<file path="src/rtl/instr_fetch_unit.sv">
// Instruction fetch unit: issues in-order imem requests under a credit limit,
// buffers responses for the IF/ID register and drops stale responses after a redirect.
module instr_fetch_unit #(
  parameter logic [31:0] RESET_PC  = 32'h0000_0000,
  parameter int          DEPTH     = 2,
  parameter logic [31:0] NOP_INSTR = 32'h0000_0013
) (
  input  logic        clk,
  input  logic        reset,
  input  logic        stall,
  input  logic        redirect,
  input  logic [31:0] redirect_PC,
  output logic        imem_req,
  output logic [31:0] imem_addr,
  input  logic        imem_gnt,
  input  logic        imem_rvalid,
  input  logic [31:0] imem_rdata,
  output logic [31:0] PC_IF,
  output logic [31:0] Instr_IF,
  output logic        valid_IF
);

  localparam int CW = $clog2(DEPTH + 1);
  localparam int PW = (DEPTH > 1) ? $clog2(DEPTH) : 1;

  logic [31:0]   fpc_reg, fpc_next;
  logic [CW-1:0] outstanding_reg, outstanding_next;
  logic [CW-1:0] drop_cnt_reg, drop_cnt_next;
  logic [CW-1:0] fifo_count_reg, fifo_count_next;
  logic [PW-1:0] tag_wr_reg, tag_rd_reg;
  logic [PW-1:0] fifo_wr_reg, fifo_rd_reg;
  logic [31:0]   last_pc_reg;

  logic [31:0]   tag_pc_reg     [DEPTH];
  logic [31:0]   fifo_pc_reg    [DEPTH];
  logic [31:0]   fifo_instr_reg [DEPTH];

  logic          granted;
  logic          pop;
  logic          drop;
  logic          push;
  logic [CW:0]   credit_used;

  function automatic logic [PW-1:0] ptr_inc(input logic [PW-1:0] p);
    return (p == PW'(DEPTH - 1)) ? '0 : p + 1'b1;
  endfunction

  assign valid_IF = (fifo_count_reg != '0);
  assign PC_IF    = valid_IF ? fifo_pc_reg[fifo_rd_reg] : last_pc_reg;
  assign Instr_IF = valid_IF ? fifo_instr_reg[fifo_rd_reg] : NOP_INSTR;
  assign pop      = valid_IF & ~stall;

  // The entry leaving the FIFO this cycle frees its credit immediately, which is
  // what sustains one fetch per cycle against a zero-wait memory with DEPTH = 2.
  assign credit_used = {1'b0, outstanding_reg} + {1'b0, fifo_count_reg} - (CW+1)'(pop);
  assign imem_req    = reset & ~redirect & (credit_used < (CW+1)'(DEPTH));
  assign imem_addr   = fpc_reg;
  assign granted     = imem_req & imem_gnt;

  // A response arriving during the redirect cycle is stale and is simply not kept.
  assign drop = imem_rvalid & (drop_cnt_reg != '0);
  assign push = imem_rvalid & ~drop & ~redirect;

  always_comb begin
    fpc_next         = fpc_reg;
    outstanding_next = outstanding_reg + CW'(granted) - CW'(imem_rvalid);
    drop_cnt_next    = drop_cnt_reg;
    fifo_count_next  = fifo_count_reg + CW'(push) - CW'(pop);
    if (redirect) begin
      fpc_next        = {redirect_PC[31:2], 2'b00};
      // Everything still in flight belongs to the old path, including earlier drops.
      drop_cnt_next   = outstanding_reg - CW'(imem_rvalid);
      fifo_count_next = '0;
    end else begin
      if (granted) begin
        fpc_next = fpc_reg + 32'd4;
      end
      if (drop) begin
        drop_cnt_next = drop_cnt_reg - 1'b1;
      end
    end
  end

  always_ff @(posedge clk) begin
    if (!reset) begin
      fpc_reg         <= RESET_PC;
      outstanding_reg <= '0;
      drop_cnt_reg    <= '0;
      fifo_count_reg  <= '0;
      tag_wr_reg      <= '0;
      tag_rd_reg      <= '0;
      fifo_wr_reg     <= '0;
      fifo_rd_reg     <= '0;
      last_pc_reg     <= RESET_PC;
    end else begin
      fpc_reg         <= fpc_next;
      outstanding_reg <= outstanding_next;
      drop_cnt_reg    <= drop_cnt_next;
      fifo_count_reg  <= fifo_count_next;
      last_pc_reg     <= PC_IF;
      if (granted) begin
        tag_wr_reg <= ptr_inc(tag_wr_reg);
      end
      if (imem_rvalid) begin
        tag_rd_reg <= ptr_inc(tag_rd_reg);
      end
      if (redirect) begin
        fifo_wr_reg <= '0;
        fifo_rd_reg <= '0;
      end else begin
        if (push) begin
          fifo_wr_reg <= ptr_inc(fifo_wr_reg);
        end
        if (pop) begin
          fifo_rd_reg <= ptr_inc(fifo_rd_reg);
        end
      end
    end
  end

  // Payload storage carries no reset; the pointers above define what is valid.
  always_ff @(posedge clk) begin
    if (granted) begin
      tag_pc_reg[tag_wr_reg] <= fpc_reg;
    end
    if (push) begin
      fifo_pc_reg[fifo_wr_reg]    <= tag_pc_reg[tag_rd_reg];
      fifo_instr_reg[fifo_wr_reg] <= imem_rdata;
    end
  end

  a_fifo_no_overflow : assert property (@(posedge clk) disable iff (!reset)
    !(push && !pop && (fifo_count_reg == CW'(DEPTH))));

  a_credit_limit : assert property (@(posedge clk) disable iff (!reset)
    (({1'b0, outstanding_reg} + {1'b0, fifo_count_reg}) <= (CW+1)'(DEPTH)));

endmodule

</file>
<file path="config.mk">
export PLATFORM = sky130hd
export DESIGN_NAME = instr_fetch_unit
export DESIGN_NICKNAME = d
export VERILOG_FILES = /design/src/rtl/instr_fetch_unit.sv
export SDC_FILE = /design/constraint.sdc
export NUM_CORES = 1
export LEC_CHECK = 0
export CAP_MARGIN = 20
export CORE_MARGIN = 3
export CORE_UTILIZATION = 25
export DETAILED_ROUTE_END_ITERATION = 8
export PLACE_DENSITY = 0.5
export SLEW_MARGIN = 30
export SYNTH_ARGS = -nofsm -noshare
export SYNTH_HDL_FRONTEND = slang
export SYNTH_SLANG_ARGS = --single-unit
</file>
<file path="constraint.sdc">
create_clock -name clk -period 8.6 [get_ports clk]
set_input_delay 2.15 -clock clk [delete_from_list [all_inputs] [get_ports clk]]
set_output_delay 2.15 -clock clk [all_outputs]
set_load 0.005 [all_outputs]
</file>
==> results.md, run 1 <==
* Reg2reg start: fifo_count_reg[1]
* Startpoint types: input port
* Critical Path Max Stage Delay at 0.57 ns
* Area growth, synth to finish at 31.6%
* Ys async rst share at 0
* Req. time, crit path at 6.45 ns
* DRT Wirelength at 25000 um
* Worst-Margin Slew at 0.796 ns
* Worst path top cell family by delay: buffers and inverters
* Gr usage total at 0.113
* Die area at roughly 43000 um2
* Seq pwr share at 0.491
* CTS buffer count at 30
* Setup Fix Bufs, Post-CTS at 0
* Die Y at 208 um
* Sequential area share after synthesis at 0.689
* Largest family of logic cells by synthesized area: simple AND/OR/NAND/NOR gates
* CTS Sinks at between 200 and 300
* Initial antenna violation count at 0
* Die width at 208 um
* CP startpoint: stall
* Arr. time, crit path at 4.51 ns
* Total grt overflow at 0
* Initial DRC count at roughly 270
* Post-cts resize count at 0
* Maxcap violations at 0
* Pin count of the biggest net entering global routing at between 90 and 100
* Number of synthesized flops with an enable pin at between 150 and 200
* Pwr Density at 217 nW/um2
* Reg-to-reg endpoint: outstanding_reg[0]
* Worst hold endpoint: last_pc_reg[1]
* DP Wirelength at around 16000 um
* Synth Flop Type: edfxtp_1
* RSZ-0062 raised after global routing: false
* H-tree Lvls at 1
* Antenna cell count at 0
* Number of global-route vias before repair at 6095
* Placed Cells incl. Taps at 1411
* Worst path cell trace: clkdlybuf4s50_1 -> nor3_1 -> o21ai_0 -> fa_1 -> xnor2_1 -> nor3b_1 -> clkdlybuf4s50_1
* DRC viols at 0
* Clk slew on worst S/H paths at roughly 0.050 ns
* Vias per std cell at 4.32
* Final hold violation count at 0
* Final Max Tran Viols at 0
* Slowest cell on the critical path: clkdlybuf4s50_1
* Worst Reg2Reg Path Length in Cells at 12
* Worst Hold Path Cells at 1
* Num ports at 168
* Fraction of the mapped netlist area in compound gates at 0.0552
* Max Freq at 150 MHz
* Nets at 996
* CP Capture Type: output port
* Ys Warns at 0
* Type of the worst setup path: in2out
* Maximum vdd drop at between 150 and 200 uV
* Core area at approximately 40000 um2
* Clock power frac at 0.417
* Slew headroom at 0.470
* Initial Util at 0.254
* Routed vias at 6331
* Average size of a mapped cell at 13.5 um2
* Cell at the root of the clock tree: clkbuf_16
* Post-synthesis simple-gate area fraction at 0.104
* Crit path top cell by count: clkdlybuf4s50_1
* Post-route ant nets at 0
* Final setup viols at 0
* Leakage power at ~4.4 nW
* # rows at 73
* Post-Synth Adder-Cell Area at 0.0106
* Reg2Reg Setup Slack at 5.32 ns
* I/O Buffers at 163
* Sw Pwr at 0.000657 W
* Hold path startpoint: last_pc_reg[1]
* Hold buffers post-CTS at 0
* Clock Latency Late Sink at 0.56 ns
* Layout cells sized above 1 at 0.105
* Setup TNS Final at 0 ns
* GPL Wtd Cong at 0.718
* Cells after synthesis at 751
* Clock skew at 0.0185 ns
* Global-route wire length before repair at 38300 um
* Worst Hold Class: reg2reg
* Fin crit share at 0.775
* WL/cell at 17.1 um
* Post-synth design cell area at 10200 um2
* Min Tclk post-route at 6.66 ns
* Yosys cell types at 48
* Max Root-Sink Buffers at 3
* Combinational Power Share at 0.092
* Internal power at roughly 0.0023 W
* Max reg flops at 64
* Post-synthesis mux area share at 0.0974
* Seq cells post-synth at 258
* Post-layout instance area at 13400 um2
* 1st-pass router iterations at 5
* Sw frac at 0.226
* Synth Area in XOR/XNOR at 0.0215
* Crit-path max FO at 3
* DP Area at 12400 um2
* CTS tree: built
* Run status: completed
* Final Non-Filler Cells at 1467
* WP buf/inv at 2
[area by class of cell]
| cell class | count | area [um2] |
|---|---|---|
| flip-flops and latches | 258 | 7010 |
| clock inverters | 19 | 145 |
| clock buffers | 37 | 808 |
| multi-input cells | 440 | 2970 |
| repair buffers | 176 | 1740 |
| fillers | 3964 | 26600 |
| well taps | 525 | 657 |
| inverters | 12 | 45.0 |
[cells in the mapped netlist, drive strengths merged (2+ instances only)]
cell,instances,share of area
edfxtp,184,0.54
dfxtp,74,0.15
mux2i,63,0.062
nor2,61,0.023
nand2,54,0.020
o21ai,47,0.023
and2,39,0.024
mux2,32,0.035
clkbuf,28,0.010
a21oi,21,0.010
buf,14,0.0073
nand4,13,0.0086
xnor2,13,0.011
and3,12,0.0074
nand3,12,0.0059
xor2,12,0.010
inv,11,0.0041
a31oi,9,0.0055
ha,7,0.0086
a211oi,6,0.0044
nor3,6,0.0034
nor4,3,0.0033
o211ai,3,0.0022
or4,3,0.0022
a22oi,2,0.0015
a32oi,2,0.0017
nand2b,2,0.0012
nor3b,2,0.0015
o22ai,2,0.0012
or3,2,0.0012
[worst max path at each step]
stage,end,cells past startpoint
after global routing,imem_req,7
final,imem_req,7
after detailed placement,imem_req,7
after global placement,imem_req,7
after CTS,imem_req,7
after floorplan,fifo_instr_reg[0][0],4
[cell families (layout without fill, tap and decap cells)]
logic type,Yosys count,after routing
flip-flops,258,258
AND/OR/NAND/NOR,212,212
AO/OA/AOI/OAI,98,98
multiplexers,95,95
buffers and inverters,54,244
XOR/XNOR,25,25
adder cells (fa/ha/maj),8,8
other,1,2
[layout by cell type, fill, tap and decap left out, types with 6 or more instances in the layout]
master / n
inv_1: 11
dfxtp_1: 73
nor2_1: 56
clkinv_1: 8
mux2_2: 32
a211oi_1: 6
mux2i_1: 63
nand4_1: 12
and3_1: 12
nand3_1: 12
and2_1: 39
edfxtp_1: 184
xnor2_1: 13
ha_1: 7
buf_4: 9
xor2_1: 12
clkbuf_16: 31
clkdlybuf4s50_1: 163
a31oi_1: 9
o21ai_0: 47
a21oi_1: 21
nand2_1: 53
[power by group through the flow]
| stage | logic [W] | clock network (W) | registers, W |
|---|---|---|---|
| 6_report | 0.000268 | 0.00121 | 0.00143 |
| 5_1_grt | 0.000298 | 0.00131 | 0.00143 |
| 2_1_floorplan | 0.000134 | 0 | 0.00144 |
| 3_5_place_dp | 0.000274 | 0 | 0.00145 |
| 3_3_place_gp | 0.000271 | 0 | 0.00145 |
| 4_1_cts | 0.000275 | 0.00125 | 0.00143 |
[stage by stage]
stage          total power (W)  setup slack, ns  hold slack [ns]   util
2_1_floorplan          0.00158             2.90            0.451      -
3_3_place_gp           0.00172             1.91            0.467  0.310
3_5_place_dp           0.00173             1.96            0.470  0.310
4_1_cts                0.00296             1.94            0.483  0.334
5_1_grt                0.00304             1.78            0.504  0.335
6_report               0.00291             1.94            0.478  0.335
[layer usage]
layer | routed length [um] | vias up | global-route usage
li1 | - | 3074 | -
met1 | 11700 | 3014 | 0.159
met2 | 11000 | 211 | 0.173
met3 | 1850 | 32 | 0.0305
met4 | 532 | 0 | 0.0321
met5 | 0 | - | 0
Power figures use the tool's default switching activity.
==> run 2, diff against run 1 <==
- clock period: 8.6 -> 6.35 ns (I/O delays scaled with it)
==> results.md, run 2 (synthesis results as in run 1) <==
* Crit-path max FO at 3
* Register Area at around 7000 um2
* Startpoint types: input port
* CTS buffer count at 29
* Layout cells sized above 1 at 0.105
* Clock skew at 0.00699 ns
* DRT Wirelength at between 20000 and 30000 um
* Gr usage total at 0.113
* DRC viols at 0
* Clk slew on worst S/H paths at 0.06 ns
* Clock Latency Late Sink at 0.54 ns
* Maximum vdd drop at 180 uV
* Nets at approximately 1000
* Max reg flops at 64
* CP Capture Type: output port
* Hold buffers post-CTS at 0
* Total grt overflow at 0
* Leakage power at 4.40 nW
* Core area at 40000 um2
* Worst-Margin Slew at roughly 0.93 ns
* CTS Sinks at 258
* Pwr Density at 290 nW/um2
* Min Tclk post-route at roughly 5.5 ns
* Area growth, synth to finish at 31.9%
* Initial Util at 0.254
* Post-cts resize count at 0
* Type of the worst setup path: in2out
* Arr. time, crit path at 3.88 ns
* Initial antenna violation count at 0
* Worst path cell trace: clkdlybuf4s50_1 -> nor3_1 -> o21ai_0 -> fa_1 -> xnor2_1 -> nor3b_1 -> clkdlybuf4s50_1
* Setup TNS Final at 0 ns
* Routed vias at 6352
* Initial DRC count at 331
* Post-route ant nets at 0
* Setup Fix Bufs, Post-CTS at 0
* Critical Path Max Stage Delay at 0.54 ns
* Vias per std cell at roughly 4.3
* Die width at 208 um
* Commonest non-fill, non-tap cells in the layout: 184 x edfxtp_1, 163 x clkdlybuf4s50_1, 73 x dfxtp_1, 63 x mux2i_1, 57 x nor2_1
* Final Non-Filler Cells at between 1000 and 1500
* Num ports at 168
* Die Y at 208 um
* Worst path top cell family by delay: buffers and inverters
* Worst Hold Class: reg2reg
* Global-route wire length before repair at between 30000 and 40000 um
* Pin count of the biggest net entering global routing at 54
* Max Freq at 183 MHz
* Max Root-Sink Buffers at 3
* Slew headroom at 0.373
* Maxcap violations at 0
* 1st-pass router iterations at 5
* Final Max Tran Viols at 0
* Commonest non-fill, non-tap cell in the layout: edfxtp_1
* Placed Cells incl. Taps at 1414
* Crit path top cell by count: clkdlybuf4s50_1
* GPL Wtd Cong at 0.721
* # rows at 73
* Die area at approximately 43000 um2
* CTS tree: built
* Slowest cell on the critical path: clkdlybuf4s50_1
* Number of global-route vias before repair at 6298
* Final hold violation count at 0
* Final setup viols at 0
* Req. time, crit path at 4.76 ns
* Area of the multi-input gates at 2980 um2
* FILL cells at 3979
* RSZ-0062 raised after global routing: false
* WP buf/inv at 2
* WL/cell at 17.1 um
* DP Wirelength at ~16000 um
* Fin crit share at 0.861
* I/O Buffers at around 160
* Antenna cell count at 0
* Cell at the root of the clock tree: clkbuf_16
* Run status: completed
* H-tree Lvls at 1
==> run 2: power by group <==
group          leakage [nW]  internal [W]  switching, W
clock network         0.440      0.000938      0.000645
logic                  1.67      0.000191      0.000180
registers              2.29       0.00189     0.0000483
total                  4.40       0.00302      0.000873
==> run 2: metrics by stage <==
step	total power (W)	area [um2]	util	setup WS (ns)	hold WS (ns)
global route	0.00406	13400	0.336	0.717	0.512
finish	0.00389	13400	0.336	0.884	0.486
global placement	0.00234	12500	0.311	0.914	0.465
CTS	0.00396	13400	0.336	0.836	0.484
detailed placement	0.00235	12500	0.313	0.857	0.470
floorplan	0.00214	10200	-	1.21	0.451
==> run 2: worst paths after layout <==
kind / startpoint / cells past startpoint / end / slack, ns
worst min-delay path: last_pc_reg[1] / 1 / last_pc_reg[1] / 0.49
worst max-delay path: stall / 7 / imem_req / 0.88
worst max register to register: fifo_count_reg[1] / 10 / tag_pc_reg[0][19] / 2.75
worst min register to register: last_pc_reg[1] / 1 / last_pc_reg[1] / 0.49
==> run 2: routing by layer <==
metal	vias to the layer above	routed length, um	GRT usage
met1	3044	11900	0.157
li1	3089	-	-
met4	0	431	0.0295
met5	-	0	0
met3	33	1640	0.0278
met2	186	11100	0.178
==> run 2: area by class of cell <==
class                      instances  share of cell area
multi-input combinational        440               0.222
clock inverter                    15             0.00923
inverter                          12             0.00336
sequential                       258               0.522
tap                              525              0.0489
timing repair buffer             179               0.136
clock buffer                      38              0.0581
